===== src/rtl/branch_redirect_ctrl.sv =====
// Branch redirect controller: registers a resolved EX control-transfer decision,
// presents the redirect target to the PC mux for one accepted cycle, then holds
// the IF/ID and ID/EX flushes for FLUSH_CYCLES non-stalled cycles in total.
module branch_redirect_ctrl #(
  parameter int unsigned FLUSH_CYCLES = 2,
  parameter int unsigned CNT_W        = 16
) (
  input  logic             clk,
  input  logic             rst,
  input  logic             ex_valid,
  input  logic [1:0]       decision,
  input  logic [31:0]      br_target,
  input  logic [31:0]      jalr_target,
  input  logic             stall,
  output logic [1:0]       pc_sel,
  output logic [31:0]      redirect_pc,
  output logic             redirect_valid,
  output logic             flush_if_id,
  output logic             flush_id_ex,
  output logic             misalign_err,
  output logic             busy,
  output logic [CNT_W-1:0] taken_cnt
);

  typedef enum logic [1:0] {StIdle, StRedirect, StFlush} state_e;

  // Remaining FLUSH-state cycles after the REDIRECT cycle, minus one.
  localparam logic [3:0] FlushLoad = 4'(FLUSH_CYCLES - 2);
  localparam logic [CNT_W-1:0] CntMax = {CNT_W{1'b1}};

  state_e           state_q, state_d;
  logic [31:0]      pc_q, pc_d;
  logic [3:0]       cnt_q, cnt_d;
  logic [CNT_W-1:0] taken_q, taken_d;
  logic             mis_q, mis_d;
  logic [31:0]      tgt;
  logic             accept;

  // Target formation; JALR target has its LSB forced to zero.
  always_comb begin
    tgt    = (decision == 2'b10) ? {jalr_target[31:1], 1'b0} : br_target;
    accept = ex_valid && (decision == 2'b01 || decision == 2'b10) && !stall;
  end

  // Next-state logic; decisions are only looked at while idle (later ones are wrong-path).
  always_comb begin
    state_d = state_q;
    pc_d    = pc_q;
    cnt_d   = cnt_q;
    taken_d = taken_q;
    mis_d   = 1'b0;
    case (state_q)
      StIdle: begin
        if (accept) begin
          if (tgt[1]) begin
            mis_d = 1'b1;
          end else begin
            pc_d    = tgt;
            state_d = StRedirect;
          end
        end
      end
      StRedirect: begin
        if (!stall) begin
          if (taken_q != CntMax) taken_d = taken_q + CNT_W'(1);
          if (FLUSH_CYCLES == 1) begin
            state_d = StIdle;
          end else begin
            cnt_d   = FlushLoad;
            state_d = StFlush;
          end
        end
      end
      StFlush: begin
        if (!stall) begin
          if (cnt_q == 4'd0) state_d = StIdle;
          else               cnt_d   = cnt_q - 4'd1;
        end
      end
      default: state_d = StIdle;
    endcase
  end

  // State and datapath registers.
  always_ff @(posedge clk or posedge rst) begin
    if (rst) begin
      state_q <= StIdle;
      pc_q    <= '0;
      cnt_q   <= '0;
      taken_q <= '0;
      mis_q   <= 1'b0;
    end else begin
      state_q <= state_d;
      pc_q    <= pc_d;
      cnt_q   <= cnt_d;
      taken_q <= taken_d;
      mis_q   <= mis_d;
    end
  end

  // Outputs decode directly from state so reset clears them immediately.
  always_comb begin
    redirect_valid = (state_q == StRedirect);
    pc_sel         = redirect_valid ? 2'b01 : 2'b00;
    flush_if_id    = (state_q != StIdle);
    flush_id_ex    = (state_q != StIdle);
    busy           = (state_q != StIdle);
    redirect_pc    = pc_q;
    misalign_err   = mis_q;
    taken_cnt      = taken_q;
  end

endmodule


===== config.mk =====
export PLATFORM = sky130hd
export DESIGN_NAME = branch_redirect_ctrl
export DESIGN_NICKNAME = d
export VERILOG_FILES = /design/src/rtl/branch_redirect_ctrl.sv
export SDC_FILE = /design/constraint.sdc
export NUM_CORES = 1
export LEC_CHECK = 0
export CAP_MARGIN = 25
export CORE_MARGIN = 5
export CORE_UTILIZATION = 35
export DETAILED_ROUTE_END_ITERATION = 7
export PLACE_DENSITY = 0.68
export SLEW_MARGIN = 30
export SYNTH_ARGS = -nofsm -noshare
export SYNTH_HDL_FRONTEND = slang
export SYNTH_SLANG_ARGS = --single-unit

===== constraint.sdc =====
create_clock -name clk -period 2.4 [get_ports clk]
set_input_delay 0.48 -clock clk [delete_from_list [all_inputs] [get_ports clk]]
set_output_delay 0.48 -clock clk [all_outputs]
set_load 0.01 [all_outputs]

After elaboration in Yosys (flattened, before gate mapping)

Index checks and enable logic that the tools add are counted.
Widths: inputs -> output; s select.

Flip-flop bits (word level): 54
Bits of input ports: 70
Output and inout port bits: 55
Logic and storage cells: 47

Add/sub/neg operators: 2
Equal/unequal tests: 11
Mux-type cells: 15
Bitwise operators: 2
Reduce and logical (&&, ||, !) cells: 12

Operators by type and width:

| operator              | number |
|---|---|
| $mux 32               | 1 |
| $add 16x1->16 const B | 1 |
| $ne 16x16->1 const B  | 1 |
| $mux 4                | 3 |
| $ne 2x2->1 const B    | 6 |
| $mux 2                | 5 |
| $pmux 4 s2            | 1 |
| $pmux 2 s3            | 1 |
| $reduce_and 3->1      | 2 |
| $reduce_and 5->1      | 1 |
| $eq 2x1->1 const B    | 2 |
| $eq 2x2->1 const B    | 2 |
| $logic_not 4->1       | 1 |
| $mux 1                | 4 |
| $reduce_and 4->1      | 1 |
| $reduce_bool 2->1     | 2 |
| $sub 4x1->4 const B   | 1 |
| $logic_and 1x1->1     | 2 |
| $logic_not 2->1       | 1 |
| $not 1->1             | 2 |
| $logic_not 1->1       | 1 |
| $logic_or 1x1->1      | 1 |

Longest topological paths before layout

Word-level depth: 6
Mapped depth: 8
Gate-level depth less buffers: 6

Least setup slack after synthesis

Ideal clock, no wire load.

Kind: in2reg
Start point: input port decision[0]
End point: register pc_q[10], in the netlist redirect_pc[10]
Setup time: 125 ps
Arrival: 2001 ps
Path slack: 274 ps
Stages on the path: 7
Path buffers: 2
Cell sequence: inv_1 > ha_1 > or4b_4 > nor2b_2 > buf_6 > buf_12 > mux2_4

Cells in the longest elaborated chain, start to end: 5
Elaborated cells between the ends (all ways): 8
Classes of those cells: eq/ne: 2; mux: 1; bitwise: 1; reduce/logical: 4

Ends and longest elaborated chain:

| element                                  | RTL line | text |
|---|---|---|
| start, declared                          | 11       | `input logic [1:0] decision,` |
| $eq 2x1->1 or $eq 2x2->1 (tied branches) | 42, 41   |  |
| $logic_or 1x1->1                         | 42       | `accept = ex_valid && (decision == 2'b01 \|\| decision == 2'b10) && !stall;` |
| $logic_and 1x1->1 (2 in series)          | 42       |  |
| $reduce_and 3->1 (no source line)        | --       |  |
| end signal, assigned                     | 94       | `pc_q <= pc_d;` |
| end, declared                            | 32       | `logic [31:0] pc_q, pc_d;` |

Parallel ways exist; a longest one is shown, timed or not.
A chain may end at the register's enable or synchronous reset.

Worst setup path after layout

Start point: input port decision[1]
End point: register pc_q[31], in the netlist redirect_pc[31]

Same word-level chain as after synthesis.

==> metrics.md <==
| Metric | Value |
|---|---|
| Clock tree sinks | `54` |
| Max Slew Vio Count | `0` |
| Crit path time final | `roughly 2.3 ns` |
| FF+latch count, synth | `54` |
| CORE AREA | `0.008134 mm^2` |
| Power density cells | `692.3 mW/mm^2` |
| Worst path setup slack after routing | `0.1212 ns` |
| Maximum frequency from static timing analysis | `438.8 MHz` |
| Static Leakage | `0.001886 uW` |
| Die Width | `101.0 um` |
| Per-instance average area after synthesis | `13.24 um^2` |
| Clock tree from TritonCTS | `built` |
| Initial Utilization | `35.66%` |
| Async set-or-reset flop fraction in the synthesized netlist | `100.0%` |
| Number of enable flip-flop cells after synthesis | `0` |
| Setup clock skew after layout | `0.009824 ns` |
| Path type of the worst min-delay path | `reg2reg` |
| Top Ports | `125` |
| Met1 Use GR | `~17%` |
| Fraction of post-synthesis cell area in the top cell type by area | `46.59%` |
| Ratio of final minimum period to clock period | `94.95%` |
| Depth of the most critical reg-to-reg path | `5` |
| Maximum capacitance violations | `0` |
| Post-CTS setup-driven buffer insertion count | `0` |
| Clock Tree Buf Depth | `2` |
| Start point of the critical path | `decision[1]` |
| Ratio of cells with drive above 1 in the final layout | `a little over a quarter` |
| Most crowded layer after global routing | `met2` |
| Vias in the first global route | `approximately 2300` |
| Final number of setup-violating endpoints | `0` |
| Die area | `~0.010 mm^2` |
| CTS H-tree depth | `2` |
| Clock Tree Root | `sky130_fd_sc_hd__clkbuf_8` |
| Clock slew seen by the registers of the worst setup and hold paths | `0.09 ns` |
| Cell type with the largest total area after synthesis | `sky130_fd_sc_hd__dfrtp_1` |
| Final setup TNS | `0 ns` |
| Proportion of synthesized chip area in sequential cells | `46.59%` |
| Worst setup path endpoint | `redirect_pc[31]` |
| Synthesized instance count | `~220` |
| Biggest area contributors in the synthesized netlist | `sky130_fd_sc_hd__dfrtp_1 (47%), sky130_fd_sc_hd__mux2_4 (15%), sky130_fd_sc_hd__mux2_2 (13%)` |
| Avg WL per Cell | `15.85 um` |
| Critical Path Source Type | `primary input` |
| DRC violation count after routing | `0` |
| Floorplan row count | `33` |
| Outcome | `complete, no violations` |
| Flip-flop cell with the highest count after synthesis | `sky130_fd_sc_hd__dfrtp_1` |
| Unique cell type count in the Yosys netlist | `39` |
| Routability congestion estimate from global placement | `0.7458` |
| Layout Nets | `418` |
| Routed wire length | `around 7 mm` |
| Drt first-iter violations | `72` |
| Wire length of the first global-routing pass | `~11 mm` |
| GR Util met2 | `22.68%` |
| CTS buffer count | `5` |
| Clock latency at the later pin of the worst-skew pair | `0.30 ns` |
| Setup repair after global routing missed its margin | `no` |
| Register-to-register setup slack | `0.30 ns` |
| PortBufs | `121` |
| Crit path DAT | `2.46 ns` |
| Crit Reg-Reg Endpoint | `redirect_pc[31]` |
| Setup Crit Path Kind | `in2reg` |
| Placement-stage worst setup slack | `-0.3101 ns` |
| Detailed-routing iteration count for the pre-antenna-repair pass | `4` |
| Vias after detailed routing | `2142` |
| List of most frequent post-synthesis cells | `sky130_fd_sc_hd__dfrtp_1 (54), sky130_fd_sc_hd__mux2_2 (34), sky130_fd_sc_hd__mux2_4 (29)` |
| Origin of the critical flop-to-flop path | `state_q[1]` |
| Worst IR drop on VDD | `around 360 uV` |
| Count of final hold-check violations | `0` |
| Antenna cell count | `0` |
| Data required time of the worst path | `2.58 ns` |
| Most frequently used cell type in the post-synthesis netlist | `sky130_fd_sc_hd__dfrtp_1` |
| Mapped Area | `~0.0029 mm^2` |
| Kind of end point of the critical path | `register` |
| Combined global-route utilization of all metal layers | `13.55%` |
| Height of the die | `101.0 um` |
| Maximum fanout along the worst path | `22` |
| Half-perimeter wire length after detailed placement | `about 5.5 mm` |
| Layout overhead on the synthesized area | `49.44%` |
| GRT Residual Overflow | `0` |
| Remaining number of nets flagged by the antenna check after routing | `0` |
| Total number of yosys warnings | `0` |
| Maximum number of pins on one net before global-route repair | `55` |
| Met3 Usage GRT | `4.221%` |
| Antenna violations before repair | `0` |
| Average vias per placed instance | `4.749` |
[cells in the final DEF, fill, tap and decap left out, types with 2 or more instances in the layout]
cell type,n
sky130_fd_sc_hd__xor2_1,11
sky130_fd_sc_hd__nor3_1,6
sky130_fd_sc_hd__nand2_1,7
sky130_fd_sc_hd__conb_1,2
sky130_fd_sc_hd__buf_12,2
sky130_fd_sc_hd__inv_1,4
sky130_fd_sc_hd__a21o_1,2
sky130_fd_sc_hd__mux2i_1,4
sky130_fd_sc_hd__buf_4,10
sky130_fd_sc_hd__nor2_1,8
sky130_fd_sc_hd__nor3b_1,3
sky130_fd_sc_hd__nor4_1,4
sky130_fd_sc_hd__xnor2_1,3
sky130_fd_sc_hd__nand3_1,7
sky130_fd_sc_hd__dfrtp_1,54
sky130_fd_sc_hd__clkbuf_8,6
sky130_fd_sc_hd__mux2_4,30
sky130_fd_sc_hd__ha_1,3
sky130_fd_sc_hd__clkdlybuf4s50_1,120
sky130_fd_sc_hd__nand4_1,6
sky130_fd_sc_hd__mux2_2,33
[layout make-up]
| class | count | area [um^2] |
|---|---|---|
| multi-input combinational | 146 | 1409 |
| timing repair buffer | 133 | 1329 |
| tap | 105 | 131.4 |
| fill | 744 | 3800 |
| inverter | 5 | 18.77 |
| sequential | 54 | 1351 |
| clock buffer | 6 | 82.58 |
| clock inverter | 2 | 12.51 |
[worst max-delay path: stages]
cell	delay (ns)
sky130_fd_sc_hd__clkdlybuf4s50_1	0.47
sky130_fd_sc_hd__ha_1	0.22
sky130_fd_sc_hd__or4b_4	0.56
sky130_fd_sc_hd__nor2b_4	0.18
sky130_fd_sc_hd__buf_12	0.22
sky130_fd_sc_hd__mux2_4	0.32
[per-stage QoR]
step                total power (uW)  std cells  cell area [um^2]  hold WS [ns]  util (%)
finish                          3000        451              4334        0.4988     53.28
global route                    3172        451              4334        0.5238     53.28
CTS                             3047        451              4328        0.5057     53.21
detailed placement              2498        443              4233        0.4919     52.04
global placement                2482        443              4233        0.4799     52.04
floorplan                       1826        220              2904        0.4614         -
[worst min-delay path by stage]
stage,startpoint,to,depth (start not counted)
floorplan,cnt_q[3],cnt_q[3],1
global placement,cnt_q[3],cnt_q[3],1
detailed placement,cnt_q[0],cnt_q[0],1
CTS,cnt_q[0],cnt_q[0],1
global route,cnt_q[3],cnt_q[3],1
finish,cnt_q[0],cnt_q[0],1
[what timing repair did]
| action | CTS | global route |
|---|---|---|
| gates resized for setup | 0 | 2 |
| hold buffers | 0 | 0 |
| endpoints found under the setup margin | 0 | 3 |
[per-layer routing]
layer	vias to the layer above	part of all wire, %
met1	1025	45
met2	92	45
met5	-	0
met4	0	0.64
li1	1019	-
met3	6	10
[cell families (layout without fill, tap and decap cells)]
family | count (synthesis) | count (layout) | synth area share [%]
compound gates | 7 | 7 | 2.028
xor+xnor | 14 | 14 | 4.228
fa+ha+maj | 3 | 3 | 1.294
buf+inv | 20 | 146 | 5.263
flops | 54 | 54 | 46.59
mux | 67 | 67 | 29.59
other cells | 1 | 2 | 0.1293
simple gates | 53 | 53 | 10.87
[flip-flops by register name (all words and copies together), names as in the netlist]
register	count
cnt_q	4
state_q	2
taken_cnt	16
redirect_pc	31
misalign_err	1
[where the power goes]
group	switching [uW]	internal [uW]	leakage [uW]
Sequential	154	1130	0.000690
Clock	293	233	0.0000472
Combinational	383	807	0.00115
Total	830	2170	0.00189
Note: power is estimated with default switching activity, not from simulation.
